<file path="config.mk">
export PLATFORM = sky130hd
export DESIGN_NAME = phase_slot_scheduler_flat
export DESIGN_NICKNAME = d
export VERILOG_FILES = /design/src/rtl/phase_slot_scheduler_if.sv /design/src/rtl/phase_slot_scheduler.sv /design/src/flat_wrapper.sv
export SDC_FILE = /design/constraint.sdc
export NUM_CORES = 1
export LEC_CHECK = 0
export CAP_MARGIN = 15
export CORE_MARGIN = 8
export CORE_UTILIZATION = 53
export DETAILED_ROUTE_END_ITERATION = 8
export DONT_BUFFER_PORTS = 1
export GPL_ROUTABILITY_DRIVEN = 0
export PLACE_DENSITY_LB_ADDON = 0.05
export SYNTH_ARGS = -nofsm -noshare
export SYNTH_HDL_FRONTEND = slang
export SYNTH_SLANG_ARGS = --single-unit
</file>
<file path="constraint.sdc">
create_clock -name Phase_Count -period 2.5 [get_ports Phase_Count]
set_input_delay 0.25 -clock Phase_Count [delete_from_list [all_inputs] [get_ports Phase_Count]]
set_output_delay 0.25 -clock Phase_Count [all_outputs]
set_load 0.02 [all_outputs]
</file>
<file path="src/rtl/phase_slot_scheduler_if.sv">
// phase_slot_scheduler_if
//   Groups the requester-facing signals of the four-phase slot scheduler.
//   Handshake: a requester raises Req[i] and holds it while it wants the
//   resource; it owns the resource while Grant[i]=1 and ends its slot by
//   pulsing Done[i] (or by dropping Req[i]). Done[i] means nothing unless
//   Grant[i]=1 in the same cycle.
//   Signals:
//     Enable   scheduler run enable
//     Req      per-phase request (bit i = phase i)
//     Done     per-phase completion, qualified by Grant
//     Phase    one-hot phase pointer
//     Grant    one-hot or zero grant, equal to Phase when non-zero
//     Busy     scheduler not idle
//     Timeout  single-cycle forced-release pulse
//     SlotCnt  cycles elapsed in the current grant
//   Modports: master = requester side, slave = scheduler side.
interface phase_slot_scheduler_if #(
  parameter int CNT_W = 4
);
  logic             Enable;
  logic [3:0]       Req;
  logic [3:0]       Done;
  logic [3:0]       Phase;
  logic [3:0]       Grant;
  logic             Busy;
  logic             Timeout;
  logic [CNT_W-1:0] SlotCnt;

  modport master (
    output Enable, Req, Done,
    input  Phase, Grant, Busy, Timeout, SlotCnt
  );

  modport slave (
    input  Enable, Req, Done,
    output Phase, Grant, Busy, Timeout, SlotCnt
  );
endinterface

</file>
<file path="src/rtl/phase_slot_scheduler.sv">
// phase_slot_scheduler
//   Shares one resource among four requesters, one per phase of a one-hot
//   ring (0001 -> 0010 -> 0100 -> 1000 -> 0001). The ring advances only when
//   a slot ends, so a grant lasts from one cycle up to SLOT_MAX cycles,
//   followed by one guard cycle with no owner.
//   Optional build macro PHASE_SKIP_EN: in SCAN the pointer jumps straight to
//   the next requesting phase and grants it on the same edge; with no
//   requests the pointer holds instead of free-running.
//   Ports:
//     Phase_Count  clock, rising edge
//     invClear     asynchronous active-low reset
//     bus          phase_slot_scheduler_if.slave (Enable/Req/Done in,
//                  Phase/Grant/Busy/Timeout/SlotCnt out)
//     state_o      current FSM state for debug/observation
module phase_slot_scheduler #(
  parameter int SLOT_MAX = 15,
  parameter int CNT_W    = 4
) (
  input  logic                          Phase_Count,
  input  logic                          invClear,
  phase_slot_scheduler_if.slave         bus,
  output logic [1:0]                    state_o
);

  typedef enum logic [1:0] {
    IDLE    = 2'd0,
    SCAN    = 2'd1,
    GRANT   = 2'd2,
    RELEASE = 2'd3
  } state_e;

  localparam logic [CNT_W-1:0] SLOT_LAST = CNT_W'(SLOT_MAX - 1);

  state_e           state_q, state_d;
  logic [3:0]       phase_q, phase_d;
  logic [3:0]       grant_q, grant_d;
  logic [CNT_W-1:0] cnt_q,   cnt_d;
  logic             timeout_c;
  logic             req_cur;
  logic             done_cur;

  function automatic logic [3:0] rotl(input logic [3:0] v);
    return {v[2:0], v[3]};
  endfunction

`ifdef PHASE_SKIP_EN
  // First requesting phase strictly after the current one in ring order.
  // Only meaningful when some Req bit outside the current phase is set.
  function automatic logic [3:0] next_req_after(input logic [3:0] cur,
                                                input logic [3:0] req);
    logic [3:0] p;
    logic [3:0] res;
    logic       found;
    p     = cur;
    res   = cur;
    found = 1'b0;
    for (int k = 0; k < 3; k++) begin
      p = rotl(p);
      if (!found && (|(p & req))) begin
        res   = p;
        found = 1'b1;
      end
    end
    return res;
  endfunction
`endif

  // Request/done of the phase the pointer currently selects.
  assign req_cur  = |(bus.Req  & phase_q);
  assign done_cur = |(bus.Done & phase_q);

  always_comb begin
    state_d   = state_q;
    phase_d   = phase_q;
    grant_d   = grant_q;
    cnt_d     = cnt_q;
    timeout_c = 1'b0;
    case (state_q)
      IDLE: begin
        grant_d = 4'b0000;
        if (bus.Enable) state_d = SCAN;
      end
      SCAN: begin
        if (!bus.Enable) begin
          state_d = IDLE;
        end else if (req_cur) begin
          state_d = GRANT;
          grant_d = phase_q;
          cnt_d   = '0;
        end else begin
`ifdef PHASE_SKIP_EN
          if (|bus.Req) begin
            state_d = GRANT;
            phase_d = next_req_after(phase_q, bus.Req);
            grant_d = next_req_after(phase_q, bus.Req);
            cnt_d   = '0;
          end
`else
          phase_d = rotl(phase_q);
`endif
        end
      end
      GRANT: begin
        // Enable is deliberately not looked at: a live grant always ends
        // through Done, a Req drop or the slot limit.
        cnt_d = (cnt_q == SLOT_LAST) ? cnt_q : cnt_q + CNT_W'(1);
        if (done_cur) begin
          state_d = RELEASE;
          grant_d = 4'b0000;
        end else if (!req_cur) begin
          state_d = RELEASE;
          grant_d = 4'b0000;
        end else if (cnt_q == SLOT_LAST) begin
          // Done has priority above, so Timeout only fires on a true overrun.
          state_d   = RELEASE;
          grant_d   = 4'b0000;
          timeout_c = 1'b1;
        end
      end
      RELEASE: begin
        grant_d = 4'b0000;
        phase_d = rotl(phase_q);
        cnt_d   = '0;
        state_d = bus.Enable ? SCAN : IDLE;
      end
      default: begin
        state_d = IDLE;
        grant_d = 4'b0000;
      end
    endcase
  end

  always_ff @(posedge Phase_Count or negedge invClear) begin
    if (!invClear) begin
      state_q <= IDLE;
      phase_q <= 4'b0001;
      grant_q <= 4'b0000;
      cnt_q   <= '0;
    end else begin
      state_q <= state_d;
      phase_q <= phase_d;
      grant_q <= grant_d;
      cnt_q   <= cnt_d;
    end
  end

  assign bus.Phase   = phase_q;
  assign bus.Grant   = grant_q;
  assign bus.Busy    = (state_q != IDLE);
  assign bus.Timeout = timeout_c;
  assign bus.SlotCnt = cnt_q;
  assign state_o     = state_q;

endmodule

</file>
<file path="src/flat_wrapper.sv">
// flat-port wrapper written by rule: the top's interface ports become plain ports
module phase_slot_scheduler_flat 
#(
  parameter int SLOT_MAX = 15,
  parameter int CNT_W    = 4
)
  (Phase_Count, invClear, state_o, bus_Enable, bus_Req, bus_Done, bus_Phase, bus_Grant, bus_Busy, bus_Timeout, bus_SlotCnt);
  phase_slot_scheduler_if #(.CNT_W(CNT_W)) bus_i ();
  input  logic Phase_Count;
  input  logic invClear;
  output logic [1:0] state_o;
  input wire logic [$bits(bus_i.Enable)-1:0] bus_Enable;
  input wire logic [$bits(bus_i.Req)-1:0] bus_Req;
  input wire logic [$bits(bus_i.Done)-1:0] bus_Done;
  output wire logic [$bits(bus_i.Phase)-1:0] bus_Phase;
  output wire logic [$bits(bus_i.Grant)-1:0] bus_Grant;
  output wire logic [$bits(bus_i.Busy)-1:0] bus_Busy;
  output wire logic [$bits(bus_i.Timeout)-1:0] bus_Timeout;
  output wire logic [$bits(bus_i.SlotCnt)-1:0] bus_SlotCnt;
  assign bus_i.Enable = bus_Enable;
  assign bus_i.Req = bus_Req;
  assign bus_i.Done = bus_Done;
  assign bus_Phase = bus_i.Phase;
  assign bus_Grant = bus_i.Grant;
  assign bus_Busy = bus_i.Busy;
  assign bus_Timeout = bus_i.Timeout;
  assign bus_SlotCnt = bus_i.SlotCnt;
  phase_slot_scheduler #(.SLOT_MAX(SLOT_MAX), .CNT_W(CNT_W)) u_core (.Phase_Count(Phase_Count), .invClear(invClear), .bus(bus_i), .state_o(state_o));
endmodule
</file>
== Word-level counts from Yosys, hierarchy flattened ==
Index checks and enable logic that the tools add are counted.
Cells by class
  multiplexer cells: 25
  add/subtract/negate cells: 1
  equal/unequal tests: 11
  reduce and logical (&&, ||, !) cells: 11
  bitwise logic cells: 2
Operators by type and width (count)
  2-to-1 mux 4 bit: 10
  case mux 4 bit (3 select lines): 2
  2-to-1 mux 2 bit: 6
  AND reduction 3 bit: 3
  bitwise AND 4 bit: 2
  inequality test 2 bit (second input constant): 4
  case mux 2 bit (4 select lines): 1
  case mux 4 bit (2 select lines): 1
  OR reduction 4 bit: 2
  2-to-1 mux 1 bit: 5
  adder 4 x 1 -> 4 bit (second input constant): 1
  == test 2 bit (second input constant): 2
  == test 4 bit (second input constant): 1
  inequality test 4 bit (second input constant): 1
  AND reduction 4 bit: 1
  nonzero test 2 bit: 2
  inequality test 3 x 2 -> 1 bit (second input constant): 1
  nonzero test 3 bit: 1
  == test 2 x 1 -> 1 bit (second input constant): 1
  zero test 2 bit: 1
  inequality test 2 x 1 -> 1 bit (second input constant): 1
  OR reduction 2 bit: 1
Storage, ports and cells
  bits in registers: 14
  logic and storage cells: 54
  input bits: 11
  output and inout port bits: 16

== Logic depth before layout (Yosys ltp) ==
Gate-level depths: netlist of the first run.
  word-level depth: 5
  gate-level depth with buffers: 6
  gate-level depth less buffers: 6

== Worst setup path before layout of the first run ==
Ideal clock, no wire load.
  path kind: reg2out
  start point: reg u_core.phase_q[0], in the netlist u_core.bus.Phase[0]
  end point: out bus_Timeout
  data required time: 2.250 ns
  path buffers: 0
  arrival: 1.464 ns
  cell stages (with the launch flop): 4
  setup slack: 0.786 ns
  cells stage by stage: dfstp_2 > a22o_2 > o211ai_2 > nor3_1
Between the ends
  word-level cells in the longest chain between the ends: 5
  elaborated cells between the ends (all ways): 7
  classes of those cells: mux: 3; bitwise: 2; reduce/logical: 2
Ends and longest elaborated chain
  start: declaration: RTL line phase_slot_scheduler.sv:35  | logic [3:0] phase_q, phase_d;
  start signal: assignment: RTL line phase_slot_scheduler.sv:141  | phase_q <= phase_d;
  bitwise AND 4 bit: RTL line phase_slot_scheduler.sv:69  | assign req_cur = |(bus.Req & phase_q);
  OR reduction 4 bit: RTL line phase_slot_scheduler.sv:69
  2-to-1 mux 1 bit: RTL line phase_slot_scheduler.sv:110  | end else if (!req_cur) begin
  2-to-1 mux 1 bit (*): RTL line phase_slot_scheduler.sv:107  | if (done_cur) begin
  2-to-1 mux 1 bit (*): RTL line phase_slot_scheduler.sv:78  | case (state_q)
  end: declaration: RTL line flat_wrapper.sv:18  | output wire logic [$bits(bus_i.Timeout)-1:0] bus_Timeout;
Mark *: on every way between the ends. The rest lies on a longest branch, timed or not.

== Worst setup path in the final report of the first run ==
Same ends and word-level chain as after synthesis.

==> results of run 1 <==
power groups by stage:
stage                     clock, mW  combinational, mW  sequential (mW)
final                         0.164             0.0224            0.246
after global routing          0.177             0.0250            0.247
after global placement            0             0.0171            0.250
after CTS                     0.164             0.0228            0.246
after detailed placement          0             0.0171            0.250
after floorplan                   0             0.0174            0.246
flip-flops by register name, summed over array words and instances, names as in the netlist, named ones only:
register	flops
u_core.bus.Grant	4
u_core.bus.Phase	4
u_core.bus.SlotCnt	4
u_core.state_o	1
final cells by class:
class	count	area [um2]
fillers	105	490
multi-input cells	48	388
flip-flops and latches	14	352
clock buffers	4	36.3
well taps	15	18.8
repair buffers	2	17.5
inverters	4	15.0
critical path, cell delays in order (launching register included):
cell	delay, ns
sky130_fd_sc_hd__dfstp_2	0.66
sky130_fd_sc_hd__a22o_2	0.27
sky130_fd_sc_hd__o211ai_2	0.12
sky130_fd_sc_hd__nor3_1	0.22
sky130_fd_sc_hd__buf_4	0.18
path summary, 6_finish.rpt:
path                                                      to  depth (start not counted)
setup / recovery                                 bus_Timeout                          4
hold / removal                 u_core.state_o[0]$_DFFE_PN0P_                          2
setup reg to reg             u_core.bus.Phase[1]$_DFFE_PN0P_                          4
hold reg to reg              u_core.bus.Grant[1]$_DFFE_PN0P_                          1
max in group asynchronous    u_core.bus.Phase[3]$_DFFE_PN0P_                          1
min in group asynchronous  u_core.bus.SlotCnt[1]$_DFFE_PN0P_                          1
cells in the final DEF (no fill, tap or decap), types with 2 or more instances in the layout:
cell,n
sky130_fd_sc_hd__dfrtp_1,13
sky130_fd_sc_hd__inv_1,4
sky130_fd_sc_hd__a21oi_1,4
sky130_fd_sc_hd__mux2_1,4
sky130_fd_sc_hd__mux2i_1,4
sky130_fd_sc_hd__o2bb2ai_1,4
sky130_fd_sc_hd__nor2_1,3
sky130_fd_sc_hd__o21ai_0,3
sky130_fd_sc_hd__clkbuf_4,3
sky130_fd_sc_hd__a22oi_1,2
sky130_fd_sc_hd__nand3_1,2
sky130_fd_sc_hd__nor3_2,2
sky130_fd_sc_hd__ha_1,2
metrics by stage:
stage                     power (mW)  instances  hold WS [ns]
final                          0.432         87         0.165
after detailed placement       0.267         82       -0.0452
after floorplan                0.263         67       -0.0456
after global routing           0.449         87         0.175
after CTS                      0.432         87         0.163
after global placement         0.267         82       -0.0452
metal layers:
layer | wire [um] | share of wire, % | global-route usage [%] | up-vias
li1 | - | - | - | 267
met1 | 648 | 39 | 13.0 | 254
met2 | 764 | 46 | 20.5 | 25
met3 | 223 | 13 | 6.61 | 5
met4 | 23 | 1.4 | 5.04 | 0
met5 | 0 | 0 | 0 | -
cells by family (layout without fill, tap and decap cells):
group | Yosys count | after routing
adder cells (fa/ha/maj) | 2 | 2
buffers and inverters | 5 | 10
AO/OA/AOI/OAI | 23 | 23
flip-flops | 14 | 14
AND/OR/NAND/NOR | 14 | 14
multiplexers | 9 | 9
repair_timing:
item | 4_1_cts | 5_1_grt
hold buffers | 1 | 0
gates resized for setup | 0 | 0
endpoints found under the hold margin | 14 | 0
==> PnR_summary.wiki, run 1 <==
{| class="wikitable"
! Metric !! Value
|-
| Endpoint class of the critical path || primary output
|-
| Number of cell rows || 13
|-
| Share of total power in combinational logic || under 10%
|-
| Port Buf Inserts || 0
|-
| Horizontal extent of the die || 53.9 um
|-
| Worst-skew pair later-pin latency || around 0.28 ns
|-
| Worst-case clock buffer depth || 2
|-
| Detailed-route wire length per cell || 19.1 um
|-
| Type of the setup path with the least slack || register to primary output
|-
| Synthesized netlist net count || 80
|-
| Total wire length after detailed routing || 1660 um
|-
| Net count reported at finish || 86
|-
| Clock share of power || around 38%
|-
| Critical-path maximum fanout || 6
|-
| GRT Overall Usage || 12.4%
|-
| Pin count of the biggest net entering global routing || 15
|-
| Final Core Density || 62.8%
|-
| Psw || about 100 uW
|-
| Actual transition at the worst max-transition pin || 0.636 ns
|-
| Peak supply drop || 0.000312 V
|-
| Post-route standard cell area excluding fillers || 827 um2
|-
| Vias in the first global route || 572
|-
| Timing startpoint of the critical path || u_core.bus.Phase[0]$_DFFE_PN1P_
|-
| Kind of launch point of the worst setup path || register
|-
| Arrival time worst endpoint || between 1.5 and 2 ns
|-
| Synth warnings || 0
|-
| Min-delay src || bus_Enable
|-
| Dominant register cell in the synthesized netlist || sky130_fd_sc_hd__dfrtp_1
|-
| Top area cells in the synthesized netlist || sky130_fd_sc_hd__dfrtp_1 43%, sky130_fd_sc_hd__mux2_1 5.9%, sky130_fd_sc_hd__mux2i_1 5.3%
|-
| Ratio of total power to cell area || 522 nW/um2
|-
| Post-place instance area || ~780 um2
|-
| Cells after Synth || 67
|-
| Drt first-iter violations || 6
|-
| Hold violation count in the final report || 0
|-
| First-pass detailed-route iteration total || 3
|-
| Aggregate global routing overflow || 0
|-
| Htree depth || 1
|-
| Inserted Clock Buffers || 3
|-
| Wire length of the first global-routing pass || 2690 um
|-
| FF-to-FF Start || u_core.bus.Phase[0]$_DFFE_PN1P_
|-
| Shortest period the worst path allows || about 2.0 ns
|-
| Seq/Total Area, Yosys || a little under half
|-
| ANT cells || 0
|-
| IO Count || 27
|-
| Post-synth EDFFs || 0
|-
| Yosys top cell area share || 42.8%
|-
| Starting Density || 57.6%
|-
| Share of cell area taken by muxes after synthesis || 12.7%
|-
| HPWL reported at the end of detailed placement || 1300 um
|-
| Max-slew headroom at the worst pin || roughly 57%
|-
| Part of the total power dissipated in sequential elements || 56.9%
|-
| Number of max-cap violations || 0
|-
| Number of routed nets with antenna violations || 0
|-
| Overall die area || 2900 um2
|-
| Share of post-route cells with drive strength above 1 || between 20% and 30%
|-
| Top-count cell post-synth || sky130_fd_sc_hd__dfrtp_1
|-
| Clock edge transition at the registers on the reported setup and hold paths || about 0.080 ns
|-
| Fmax || 506 MHz
|-
| Area of the mapped netlist || approximately 760 um2
|-
| Layout overhead on the synthesized area || 8.90%
|-
| Distinct cell type count of the synthesized netlist || 32
|-
| Placeable core region || about 1300 um2
|-
| Vias || 551
|-
| Int Power || 328 uW
|-
| Flops & latches, synth || 14
|-
| Max Clock Skew || between 0.005 and 0.006 ns
|-
| CTS tree || done
|-
| Complex-gate fraction of the synthesized area || approximately a quarter
|-
| Via/cell ratio || 6.33
|-
| Setup TNS after final layout || 0 ns
|-
| Largest area contributor in the synthesized netlist || sky130_fd_sc_hd__dfrtp_1
|-
| Setup repair after global routing missed its margin || no
|-
| Postcts setup bufs || 0
|-
| Fraction of the cycle the final worst path needs || 79.0%
|-
| Run status || finished clean
|-
| Clock tree root driver cell || sky130_fd_sc_hd__clkbuf_4
|-
| FF-to-FF setup slack || 0.83 ns
|-
| Hold crit path type || primary input to register
|-
| Dominant combinational cell family by area after synthesis || compound AO/OA/AOI/OAI gates
|-
| Crit path required time || 2.25 ns
|-
| Static leakage || approximately 0.38 nW
|-
| Final Slew Violations || 0
|-
| Adder-cell area share of the yosys netlist || 3.29%
|-
| Sink count of the clock tree || 14
|-
| Mapped Avg Cell Area || 11.3 um2
|-
| Proportion of register bits with asynchronous set or reset after synthesis || 100%
|-
| Min setup slack post-route || 0.525 ns
|-
| Switching fraction of total power || 24.1%
|-
| Final setup violation count || 0
|-
| Total DRC errors in the routed layout || 0
|-
| Worst slack at placement || 0.827 ns
|-
| Initial antenna violation count || 0
|-
| Post-synthesis share of cell area spent on xor and xnor gates || 0%
|-
| Simple-Gate Fraction of Synth Area || ~11%
|-
| Die span in y || 53.9 um
|}
(Power assumes the default switching activity.)
==> run 2, diff against run 1 <==
clock period = 1.8 ns   (was 2.5 ns; I/O delays follow)
==> PnR_summary.wiki, run 2 (synthesis results as in run 1) <==
{| class="wikitable"
! Metric !! Value
|-
| Run status || finished clean
|-
| Critical-path maximum fanout || 5 (-1)
|-
| Starting Density || 57.6% (unchanged)
|-
| Final Core Density || 66.5% (+3.7 points)
|-
| Most common cell after layout, fill and taps aside || sky130_fd_sc_hd__dfrtp_1
|-
| Max Clock Skew || 0.0100 ns (+0.00497 ns)
|-
| HPWL reported at the end of detailed placement || 1400 um (+8.2%)
|-
| Met3 global-route usage || 4.41% (-2.2 points)
|-
| Post-route insts no fill || 94 (+8.0%)
|-
| Kind of launch point of the worst setup path || register
|-
| Initial antenna violation count || 0 (unchanged)
|-
| Final Slew Violations || 0 (unchanged)
|-
| Worst r2r path cells || 6 (+2)
|-
| Grt met2 use || 23.4% (+2.9 points)
|-
| Drt first-iter violations || 4 (-2)
|-
| Number of filler instances in the final layout || 114 (+8.6%)
|-
| Hold crit path type || primary input to register
|-
| Port Buf Inserts || 0 (unchanged)
|-
| Clock edge transition at the registers on the reported setup and hold paths || 0.09 ns (about the same)
|-
| Net count reported at finish || 93 (+8.1%)
|-
| Setup repair after global routing missed its margin || no
|-
| Most frequent cells in the layout || 12 x sky130_fd_sc_hd__dfrtp_1, 8 x sky130_fd_sc_hd__buf_4
|-
| Peak supply drop || 0.000456 V (+46%)
|-
| CTS tree || done
|-
| GRT Max-Usage Layer || met2
|-
| First-pass detailed-route iteration total || 4 (+1)
|-
| Fmax || slightly below 600 MHz
|-
| Shortest period the worst path allows || 1.72 ns
|-
| Number of routed nets with antenna violations || 0 (unchanged)
|-
| Clock tree root driver cell || sky130_fd_sc_hd__clkbuf_4
|-
| IO Count || 27 (unchanged)
|-
| Final setup violation count || 0 (unchanged)
|-
| Overall die area || 2900 um2 (unchanged)
|-
| ANT cells || 0 (unchanged)
|-
| Total DRC errors in the routed layout || 0 (unchanged)
|-
| Hold violation count in the final report || 0 (unchanged)
|-
| Aggregate global routing overflow || 0 (unchanged)
|-
| Total wire length after detailed routing || 1780 um (+7.4%)
|-
| Crit path required time || 1.62 ns (-0.63 ns)
|-
| Max-slew headroom at the worst pin || 55.4% (-2.0 points)
|-
| Worst-skew pair later-pin latency || 0.28 ns (about the same)
|-
| Pin count of the biggest net entering global routing || 15 (unchanged)
|-
| Hold-critical path depth || 2 (unchanged)
|-
| Worst slack on hold paths || 0.0863 ns (-0.0786 ns)
|-
| Die span in y || 53.9 um (unchanged)
|-
| FF-to-FF setup slack || 0.17 ns (-0.66 ns)
|-
| Fraction of the cycle the final worst path needs || 95.5%
|-
| Endpoint class of the critical path || primary output
|-
| Cells after DPL || 88 (+7.3%)
|-
| Inserted Clock Buffers || 3 (unchanged)
|-
| Placeable core region || 1320 um2 (unchanged)
|-
| Number of max-cap violations || 0 (unchanged)
|-
| Detailed-route wire length per cell || 18.9 um (-0.64%)
|-
| Arrival time worst endpoint || 1.54 ns (-0.19 ns)
|-
| GRT Overall Usage || 13.3% (+0.89 points)
|-
| Layout overhead on the synthesized area || 15.3%
|-
| Ratio of total power to cell area || 647 nW/um2 (+24%)
|-
| Worst-case clock buffer depth || 2 (unchanged)
|-
| Number of cell rows || 13 (unchanged)
|-
| Wire length of the first global-routing pass || 2960 um (+10%)
|-
| Vias in the first global route || 631 (+10%)
|-
| Vias || 570 (+3.4%)
|-
| Actual transition at the worst max-transition pin || 0.666 ns (+0.0306 ns)
|-
| Grt met1 use || 14.4% (+1.4 points)
|-
| Horizontal extent of the die || 53.9 um (unchanged)
|-
| Setup TNS after final layout || 0 ns (unchanged)
|-
| Sink count of the clock tree || 14 (unchanged)
|-
| Via/cell ratio || 6.06 (-4.3%)
|-
| Htree depth || 1 (unchanged)
|-
| Type of the setup path with the least slack || register to primary output
|-
| Static leakage || 0.408 nW (+7.5%)
|-
| Share of post-route cells with drive strength above 1 || 29.1% (+8.3 points)
|}
==> run 2: cell count changes in the layout (fill, tap and decap cells not counted), sizes merged <==
cell  change
buf       +7
==> run 2: path summary, 6_finish.rpt <==
kind,start,endpoint
max,u_core.bus.Phase[2]$_DFFE_PN0P_,bus_Timeout
min,bus_Enable,u_core.state_o[0]$_DFFE_PN0P_
max reg2reg,u_core.bus.Phase[2]$_DFFE_PN0P_,u_core.bus.Grant[2]$_DFFE_PN0P_
min reg2reg,u_core.bus.SlotCnt[0]$_DFFE_PN0P_,u_core.bus.SlotCnt[0]$_DFFE_PN0P_
max in group asynchronous,invClear,u_core.bus.Phase[1]$_DFFE_PN0P_
min in group asynchronous,invClear,u_core.bus.SlotCnt[2]$_DFFE_PN0P_
==> run 2: area by class of cell <==
class                           count  area [um2]  area share [%]
Sequential cell                    14         353            40.3
Inverter                            4        15.0            1.71
Timing Repair Buffer                9        70.1            8.00
Clock buffer                        4        26.3            3.00
Tap cell                           15        18.8            2.14
Multi-Input combinational cell     48         393            44.9
==> run 2: routing by layer <==
| metal | vias up | routed length [um] |
|---|---|---|
| met5 | - | 0 |
| met4 | 0 | 9 |
| met3 | 2 | 189 |
| met2 | 16 | 868 |
| met1 | 271 | 714 |
| li1 | 281 | - |
==> run 2: power by group <==
| group | total [mW] | internal [mW] | switching (mW) |
|---|---|---|---|
| Combinational | 0.0519 | 0.0178 | 0.0341 |
| Clock | 0.185 | 0.0858 | 0.0992 |
| Sequential | 0.329 | 0.321 | 0.00870 |
| Total | 0.566 | 0.424 | 0.142 |
==> run 2: what timing repair did <==
action	4_1_cts	5_1_grt
pin swaps	0	1
hold buffers	1	0
gates resized for setup	1	1
endpoints found under the hold margin	14	0
buffers inserted	0	1
cloned	0	0
endpoints found under the setup margin	1	1
==> run 2: metrics by stage <==
| stage | instance area, um2 | setup WS, ns | total power [mW] |
|---|---|---|---|
| floorplan | 759 | 0.156 | 0.366 |
| global placement | 826 | 0.271 | 0.379 |
| detailed placement | 826 | 0.249 | 0.380 |
| CTS | 863 | 0.0135 | 0.575 |
| global route | 876 | 0.0189 | 0.598 |
| finish | 876 | 0.0818 | 0.566 |
==> run 2: critical path: stages, from the launching register on <==
cell and delay [ns]:
sky130_fd_sc_hd__dfrtp_1 0.41, sky130_fd_sc_hd__buf_4 0.18, sky130_fd_sc_hd__a22oi_1 0.19, sky130_fd_sc_hd__o211ai_2 0.14, sky130_fd_sc_hd__nor3_2 0.19, sky130_fd_sc_hd__buf_4 0.16
